`src/rtl/bp_pkg.sv`:
```
// Shared types and helpers for the branch predictor.
//   - btb_entry_t : one BTB line (valid, tag, target, is_jump)
//   - SNT/WNT/WT/ST : 2-bit saturating counter encodings
//   - bp_index/bp_tag : PC slicing for a given index width
// Tag and target fields use the widest supported PC (BpMaxXlen). Narrower PCs are
// zero-extended on write and compared or truncated in full on read.
package bp_pkg;

    localparam int unsigned BpMaxXlen = 64;

    localparam logic [1:0] SNT = 2'b00;
    localparam logic [1:0] WNT = 2'b01;
    localparam logic [1:0] WT  = 2'b10;
    localparam logic [1:0] ST  = 2'b11;

    typedef struct packed {
        logic                 valid;
        logic [BpMaxXlen-1:0] tag;
        logic [BpMaxXlen-1:0] target;
        logic                 is_jump;
    } btb_entry_t;

    // pc[idx_w+1:2], zero-extended.
    function automatic logic [BpMaxXlen-1:0] bp_index(input logic [BpMaxXlen-1:0] pc,
                                                      input int unsigned idx_w);
        return (pc >> 2) & ((64'd1 << idx_w) - 64'd1);
    endfunction

    // pc[XLEN-1:idx_w+2], zero-extended.
    function automatic logic [BpMaxXlen-1:0] bp_tag(input logic [BpMaxXlen-1:0] pc,
                                                    input int unsigned idx_w);
        return pc >> (idx_w + 2);
    endfunction

endpackage

```
`src/rtl/branch_predictor_if.sv`:
```
// Fetch lookup, EX resolution and statistics bundle of the branch predictor.
//   master : pipeline side (drives pc_fe and the upd_* resolution fields)
//   slave  : predictor side (drives pred_*, mispredict and the counters)
interface branch_predictor_if #(
    parameter int unsigned XLEN  = 32,
    parameter int unsigned IDX   = 4,
    parameter int unsigned CNT_W = 32
);
    logic [XLEN-1:0]  pc_fe;
    logic             pred_hit;
    logic             pred_taken;
    logic [XLEN-1:0]  pred_target;
    logic [IDX-1:0]   pred_pht_idx;

    logic             upd_valid;
    logic [XLEN-1:0]  upd_pc;
    logic             upd_is_jump;
    logic             upd_taken;
    logic [XLEN-1:0]  upd_target;
    logic             upd_pred_taken;
    logic [XLEN-1:0]  upd_pred_target;
    logic [IDX-1:0]   upd_pht_idx;

    logic             mispredict;
    logic [CNT_W-1:0] branch_cnt;
    logic [CNT_W-1:0] mispredict_cnt;

    modport master (
        output pc_fe, upd_valid, upd_pc, upd_is_jump, upd_taken, upd_target,
               upd_pred_taken, upd_pred_target, upd_pht_idx,
        input  pred_hit, pred_taken, pred_target, pred_pht_idx, mispredict,
               branch_cnt, mispredict_cnt
    );

    modport slave (
        input  pc_fe, upd_valid, upd_pc, upd_is_jump, upd_taken, upd_target,
               upd_pred_taken, upd_pred_target, upd_pht_idx,
        output pred_hit, pred_taken, pred_target, pred_pht_idx, mispredict,
               branch_cnt, mispredict_cnt
    );

endinterface

```
`src/rtl/bp_sat_ctr.sv`:
```
// 2-bit saturating up/down counter next-state logic.
//   ctr_i : current counter value
//   inc_i : 1 = count up (taken), 0 = count down (not taken)
//   ctr_o : next counter value, clamped to SNT..ST
module bp_sat_ctr
    import bp_pkg::*;
(
    input  logic [1:0] ctr_i,
    input  logic       inc_i,
    output logic [1:0] ctr_o
);

    always_comb begin
        ctr_o = ctr_i;
        if (inc_i) begin
            if (ctr_i != ST) ctr_o = ctr_i + 2'd1;
        end else begin
            if (ctr_i != SNT) ctr_o = ctr_i - 2'd1;
        end
    end

endmodule

```
`src/rtl/branch_predictor.sv`:
```
// Direct-mapped BTB + 2-bit PHT branch predictor with statistics counters.
//   clk, rst_n : core clock, asynchronous active-low reset
//   bp (slave) : pc_fe lookup -> pred_hit/pred_taken/pred_target/pred_pht_idx,
//                EX resolution upd_* -> training, mispredict, branch_cnt/mispredict_cnt
// Optional build macro BRANCH_PREDICTOR_GSHARE_EN: XOR a non-speculative global
// history register into the PHT index. The bp interface instance must use
// XLEN/IDX/CNT_W matching this module (IDX = $clog2(ENTRIES)), XLEN <= 64.
module branch_predictor
    import bp_pkg::*;
#(
    parameter int unsigned XLEN    = 32,
    parameter int unsigned ENTRIES = 16,
    parameter int unsigned CNT_W   = 32
) (
    input logic              clk,
    input logic              rst_n,
    branch_predictor_if.slave bp
);

    localparam int unsigned IDX = $clog2(ENTRIES);

    btb_entry_t       btb_q [ENTRIES];
    logic [1:0]       pht_q [ENTRIES];
    logic [CNT_W-1:0] branch_cnt_q, branch_cnt_d;
    logic [CNT_W-1:0] mis_cnt_q, mis_cnt_d;

    // ---------------- Lookup (combinational, pre-update state) ----------------
    logic [IDX-1:0]       lk_idx, lk_pht_idx;
    logic [BpMaxXlen-1:0] lk_tag;
    logic                 lk_hit;

    assign lk_idx = IDX'(bp_index(64'(bp.pc_fe), IDX));
    assign lk_tag = bp_tag(64'(bp.pc_fe), IDX);
    assign lk_hit = btb_q[lk_idx].valid && (btb_q[lk_idx].tag == lk_tag);

`ifdef BRANCH_PREDICTOR_GSHARE_EN
    logic [IDX-1:0] ghr_q;
    assign lk_pht_idx = lk_idx ^ ghr_q;
`else
    assign lk_pht_idx = lk_idx;
`endif

    assign bp.pred_hit     = lk_hit;
    assign bp.pred_taken   = lk_hit && (btb_q[lk_idx].is_jump || pht_q[lk_pht_idx][1]);
    assign bp.pred_target  = lk_hit ? XLEN'(btb_q[lk_idx].target) : '0;
    assign bp.pred_pht_idx = lk_pht_idx;

    // Wrong direction, or right "taken" direction with a stale target.
    assign bp.mispredict = bp.upd_valid &&
                           ((bp.upd_pred_taken != bp.upd_taken) ||
                            (bp.upd_taken && (bp.upd_pred_target != bp.upd_target)));

    // ---------------- Training ----------------
    logic [IDX-1:0]       upd_idx;
    logic [BpMaxXlen-1:0] upd_tag;
    logic                 upd_hit;
    logic                 upd_cond;
    logic [1:0]           pht_trained;
    btb_entry_t           btb_entry_d;
    logic                 btb_we, pht_we;
    logic [1:0]           pht_d;

    assign upd_idx  = IDX'(bp_index(64'(bp.upd_pc), IDX));
    assign upd_tag  = bp_tag(64'(bp.upd_pc), IDX);
    assign upd_hit  = btb_q[upd_idx].valid && (btb_q[upd_idx].tag == upd_tag);
    assign upd_cond = !bp.upd_is_jump;

    bp_sat_ctr u_sat_ctr (
        .ctr_i (pht_q[bp.upd_pht_idx]),
        .inc_i (bp.upd_taken),
        .ctr_o (pht_trained)
    );

    always_comb begin
        btb_entry_d = '{valid: 1'b1, tag: upd_tag, target: 64'(bp.upd_target),
                        is_jump: bp.upd_is_jump};
        btb_we      = 1'b0;
        pht_we      = 1'b0;
        pht_d       = pht_trained;
        if (bp.upd_valid) begin
            if (upd_hit) begin
                // Tag/valid unchanged on a hit, so rewriting the whole line only
                // refreshes target and is_jump.
                btb_we = bp.upd_taken;
                pht_we = upd_cond;
            end else if (bp.upd_taken) begin
                btb_we = 1'b1;
                pht_we = upd_cond;
                pht_d  = WT;
            end
        end
    end

    always_ff @(posedge clk or negedge rst_n) begin
        if (!rst_n) begin
            for (int unsigned i = 0; i < ENTRIES; i++) begin
                btb_q[i] <= '0;
                pht_q[i] <= WNT;
            end
        end else begin
            if (btb_we) btb_q[upd_idx] <= btb_entry_d;
            if (pht_we) pht_q[bp.upd_pht_idx] <= pht_d;
        end
    end

`ifdef BRANCH_PREDICTOR_GSHARE_EN
    always_ff @(posedge clk or negedge rst_n) begin
        if (!rst_n) begin
            ghr_q <= '0;
        end else if (bp.upd_valid && upd_cond) begin
            ghr_q <= {ghr_q[IDX-2:0], bp.upd_taken};
        end
    end
`endif

    // ---------------- Statistics (saturating) ----------------
    always_comb begin
        branch_cnt_d = branch_cnt_q;
        mis_cnt_d    = mis_cnt_q;
        if (bp.upd_valid && (branch_cnt_q != '1)) branch_cnt_d = branch_cnt_q + CNT_W'(1);
        if (bp.mispredict && (mis_cnt_q != '1))   mis_cnt_d    = mis_cnt_q + CNT_W'(1);
    end

    always_ff @(posedge clk or negedge rst_n) begin
        if (!rst_n) begin
            branch_cnt_q <= '0;
            mis_cnt_q    <= '0;
        end else begin
            branch_cnt_q <= branch_cnt_d;
            mis_cnt_q    <= mis_cnt_d;
        end
    end

    assign bp.branch_cnt     = branch_cnt_q;
    assign bp.mispredict_cnt = mis_cnt_q;

endmodule

```
`src/flat_wrapper.sv`:
```
// flat-port wrapper written by rule: the top's interface ports become plain ports
module branch_predictor_flat import bp_pkg::*;
#(
    parameter int unsigned XLEN    = 32,
    parameter int unsigned ENTRIES = 16,
    parameter int unsigned CNT_W   = 32
)
  (clk, rst_n, bp_pc_fe, bp_upd_valid, bp_upd_pc, bp_upd_is_jump, bp_upd_taken, bp_upd_target, bp_upd_pred_taken, bp_upd_pred_target, bp_upd_pht_idx, bp_pred_hit, bp_pred_taken, bp_pred_target, bp_pred_pht_idx, bp_mispredict, bp_branch_cnt, bp_mispredict_cnt);
  branch_predictor_if #(.XLEN(XLEN), .IDX((4)), .CNT_W(CNT_W)) bp_i ();
  input logic clk;
  input logic rst_n;
  input wire logic [$bits(bp_i.pc_fe)-1:0] bp_pc_fe;
  input wire logic [$bits(bp_i.upd_valid)-1:0] bp_upd_valid;
  input wire logic [$bits(bp_i.upd_pc)-1:0] bp_upd_pc;
  input wire logic [$bits(bp_i.upd_is_jump)-1:0] bp_upd_is_jump;
  input wire logic [$bits(bp_i.upd_taken)-1:0] bp_upd_taken;
  input wire logic [$bits(bp_i.upd_target)-1:0] bp_upd_target;
  input wire logic [$bits(bp_i.upd_pred_taken)-1:0] bp_upd_pred_taken;
  input wire logic [$bits(bp_i.upd_pred_target)-1:0] bp_upd_pred_target;
  input wire logic [$bits(bp_i.upd_pht_idx)-1:0] bp_upd_pht_idx;
  output wire logic [$bits(bp_i.pred_hit)-1:0] bp_pred_hit;
  output wire logic [$bits(bp_i.pred_taken)-1:0] bp_pred_taken;
  output wire logic [$bits(bp_i.pred_target)-1:0] bp_pred_target;
  output wire logic [$bits(bp_i.pred_pht_idx)-1:0] bp_pred_pht_idx;
  output wire logic [$bits(bp_i.mispredict)-1:0] bp_mispredict;
  output wire logic [$bits(bp_i.branch_cnt)-1:0] bp_branch_cnt;
  output wire logic [$bits(bp_i.mispredict_cnt)-1:0] bp_mispredict_cnt;
  assign bp_i.pc_fe = bp_pc_fe;
  assign bp_i.upd_valid = bp_upd_valid;
  assign bp_i.upd_pc = bp_upd_pc;
  assign bp_i.upd_is_jump = bp_upd_is_jump;
  assign bp_i.upd_taken = bp_upd_taken;
  assign bp_i.upd_target = bp_upd_target;
  assign bp_i.upd_pred_taken = bp_upd_pred_taken;
  assign bp_i.upd_pred_target = bp_upd_pred_target;
  assign bp_i.upd_pht_idx = bp_upd_pht_idx;
  assign bp_pred_hit = bp_i.pred_hit;
  assign bp_pred_taken = bp_i.pred_taken;
  assign bp_pred_target = bp_i.pred_target;
  assign bp_pred_pht_idx = bp_i.pred_pht_idx;
  assign bp_mispredict = bp_i.mispredict;
  assign bp_branch_cnt = bp_i.branch_cnt;
  assign bp_mispredict_cnt = bp_i.mispredict_cnt;
  branch_predictor #(.XLEN(XLEN), .ENTRIES(ENTRIES), .CNT_W(CNT_W)) u_core (.clk(clk), .rst_n(rst_n), .bp(bp_i));
endmodule
```
`config.mk`:
```
export PLATFORM = sky130hd
export DESIGN_NAME = branch_predictor_flat
export DESIGN_NICKNAME = d
export VERILOG_FILES = /design/src/rtl/bp_pkg.sv /design/src/rtl/branch_predictor_if.sv /design/src/rtl/bp_sat_ctr.sv /design/src/rtl/branch_predictor.sv /design/src/flat_wrapper.sv
export SDC_FILE = /design/constraint.sdc
export NUM_CORES = 2
export LEC_CHECK = 0
export CORE_UTILIZATION = 60
export DETAILED_ROUTE_END_ITERATION = 16
export GPL_ROUTABILITY_DRIVEN = 1
export PLACE_DENSITY = 0.88
export SLEW_MARGIN = 20
export SYNTH_ARGS = -nofsm -noshare
export SYNTH_HDL_FRONTEND = slang
export SYNTH_SLANG_ARGS = --single-unit
```
`constraint.sdc`:
```
create_clock -name clk -period 9.89 [get_ports clk]
set_input_delay 1.4835 -clock clk [delete_from_list [all_inputs] [get_ports clk]]
set_output_delay 1.4835 -clock clk [all_outputs]
set_load 0.02 [all_outputs]
```
==> results.py <==
metrics = {
    "run_status": {
        "status": "finished clean",
    },
    "worst_hold_path": {
        "hp-start": "u_core.pht_q[30]$_DFFE_PN1P_",
        "hold_class": "flop to flop",
        "hold_path_end": "u_core.pht_q[30]$_DFFE_PN1P_",
        "hold_path_depth": 2,
    },
    "power": {
        "cellPowerDensity_nw_per_um2": 208,
        "ir_drop_mv": 0.166,
        "p_leak_nw": 25.3,
    },
    "setup_path": {
        "crit_type": "input port to primary output",
        "critical-path-top-delay-family": "buffers and inverters",
        "critPathLaunchType": "input port",
        "slowest_stage": "clkbuf_8",
        "cp_data_arrival_time_ps": 6070,
        "r2r-end": "u_core.pht_q[19]$_DFFE_PN0P_",
        "critPathCaptureType": "primary output",
        "slowest_delay_ps": 690,
        "path_cells": "clkbuf_8 > buf_4 > mux4_2 > mux4_2 > xnor2_1 > nand4_1 > nor3_1 > nand4_1 > buf_4 > nor2b_1 > clkdlybuf4s50_1",
        "r2r_slack_ps": 5680,
        "crit_buf_inv": 4,
        "r2r-start": "u_core.btb_q[1105]$_DFFE_PN0P_",
        "crit_path_max_fanout": 95,
        "cp.required_ps": 8410,
        "r2r_cells": 9,
    },
    "finish": {
        "area_growth_pct": 13.0,
        "final_area_um2": 59000,
        "fillers": 5472,
        "seqCellArea_um2": 26400,
        "drive_gt1_share_pct": 43.6,
        "layoutNonFillerInstCount": 4779,
        "multi_input_area_um2": 24500,
        "final_nets": 3687,
    },
    "yosys": {
        "synth-main-ff-cell": "dfrtp_1",
        "syn_nets": 3586,
        "synth_most_common_cell": "dfrtp_1",
        "async_flop_share_pct": 100,
        "seq_area_frac_synth_pct": 50.6,
        "synth_cell_type_count": 68,
        "yosysTopAreaCell": "dfrtp_1",
        "synth_area_per_cell_um2": 15.2,
        "synth_seq_cells": 1056,
        "synth.yosys.warnings": 0,
        "netlist_area_um2": 52200,
        "synth_common_cells": "dfrtp_1 (1,040), mux2_2 (923), mux4_2 (369)",
        "synth_edf_count": 0,
        "synth_top_area_share_pct": 49.8,
        "synth_cells": 3446,
        "yosys-top-cells-area": "dfrtp_1 (50%), mux2_2 (20%), mux4_2 (16%)",
    },
    "grt": {
        "antenna_found_initial": 7,
        "grt_pass1_wl_um": 212000,
        "grt_pass1_vias": 34146,
        "grt-ovfl-total": 0,
        "grt.total_usage_pct": 31.4,
        "grt_max_degree": 185,
    },
    "clock_tree": {
        "clkSinkCount": 1056,
        "htree_num_levels": 3,
        "cts_buffers": 107,
        "postCtsHoldBufs": 0,
        "path_clk_slew_ps": 60,
        "cts_tree": "built",
        "cts_resized": 0,
        "cts.path.max_buffers": 3,
        "clkLatencyLatePin_ps": 700,
        "cts_setup_buffers": 0,
        "cts_root_buf": "clkbuf_16",
    },
    "timing": {
        "fmax_ghz": 0.132,
        "holdWs_ps": 462,
        "rsz0062_at_grt": "no",
        "slew_violations": 0,
        "period_share_pct": 76.3,
        "finalSetupViolations": 0,
        "clock-skew-final_ps": 34.2,
        "slew_headroom_pct": 21.0,
        "worst_pin_slew_ps": 1190,
        "period_minus_slack_ps": 7550,
        "setup_tns_ps": 0,
        "finalHoldViolCount": 0,
    },
    "routing": {
        "avgViaCountPerCell": 6.77,
        "drc": 0,
        "routed_wl_um": 136000,
        "drtPass1Iterations": 6,
        "drt_iter0_drc": 3216,
        "num_vias": 32348,
        "wire_per_inst_um": 28.5,
        "final_antenna_net_count": 0,
    },
    "placement": {
        "dpl.hpwl_um": 77500,
        "placedCellCount": 4581,
        "place.port_buffers": 236,
        "place_area_um2": 55300,
        "gp_congestion": 0.895,
    },
    "floorplanning": {
        "chipHeight_um": 297,
        "io_pins": 241,
        "start_util_pct": 61.0,
        "core_area_um2": 85700,
        "num_rows": 107,
        "dieArea_um2": 88200,
        "die_width_um": 297,
    },
    "run": {
        "cap_violations": 0,
    },
}
-- tightest hold or removal path, stage by stage (launching register included) --
cell and delay [ps]:
dfstp_2 370, inv_1 40, a2bb2oi_1 50
-- cell type report --
type,count,share of cell area [%]
sequential,1056,44.8
multi-input combinational,2056,41.5
clock buffer,156,5.31
timing repair buffer,288,4.83
tap,1144,2.43
clock inverter,38,0.891
inverter,38,0.242
antenna,3,0.0127
-- metal layers --
layer  track usage [%]  up-vias  share of wire [%]
li1                  -    13165                  -
met1              42.5    17324                 40
met2              50.4     1513                 49
met3              6.25      336                7.4
met4              12.1       10                3.6
met5                 0        -              0.045
-- registers in the layout, summed over array words and instances, names as in the netlist --
name and flops:
u_core.pht_q 32, u_core.bp.mispredict_cnt 32, u_core.btb_q 960, u_core.bp.branch_cnt 32
-- per-stage QoR --
stage          utilization [%]  total power, mW  setup WS, ps
6_report                  68.9             12.3          2340
2_1_floorplan                -             7.30          3900
4_1_cts                   68.8             12.3          2420
3_5_place_dp              64.5             8.06          2450
5_1_grt                   68.9             12.7          2320
3_3_place_gp              64.5             7.91          2490
-- worst max path at each step --
stage / slack (ps) / startpoint / cells after the start / end
2_1_floorplan: 3900 / bp_pc_fe[2] / 9 / bp_pred_target[10]
3_3_place_gp: 2490 / bp_pc_fe[2] / 10 / bp_pred_target[6]
3_5_place_dp: 2450 / bp_pc_fe[2] / 11 / bp_pred_target[14]
4_1_cts: 2420 / bp_pc_fe[2] / 11 / bp_pred_target[25]
5_1_grt: 2320 / bp_pc_fe[2] / 11 / bp_pred_target[31]
6_report: 2340 / bp_pc_fe[3] / 11 / bp_pred_target[14]
-- report_power, final --
| group | internal (mW) | switching, mW |
|---|---|---|
| sequential | 5.16 | 0.571 |
| combinational | 1.41 | 0.938 |
| clock | 2.49 | 1.73 |
-- cells in the final DEF (no fill, tap or decap), types with 38 or more instances in the layout --
cell / synthesis / final
clkbuf_16: 0 / 110
buf_4: 13 / 48
nand2_1: 107 / 104
nor2b_1: 47 / 47
nand3_1: 38 / 38
dfrtp_1: 1040 / 1040
mux2i_1: 55 / 55
clkdlybuf4s50_1: 0 / 228
mux2_2: 923 / 923
nor2_1: 52 / 40
xnor2_1: 103 / 103
o21ai_0: 44 / 44
xor2_1: 48 / 48
mux4_2: 369 / 369
-- kinds of logic after synthesis --
family / share of synthesized area, %
xor gates and xnor gates: 2.53
adders and majority gates: 0.0479
and+or+nand+nor: 3.63
DFF: 50.6
buffers and inverters: 2.79
AOI/OAI and AO/OA: 2.26
muxes: 38.1
Note: power is estimated with default switching activity, not from simulation.
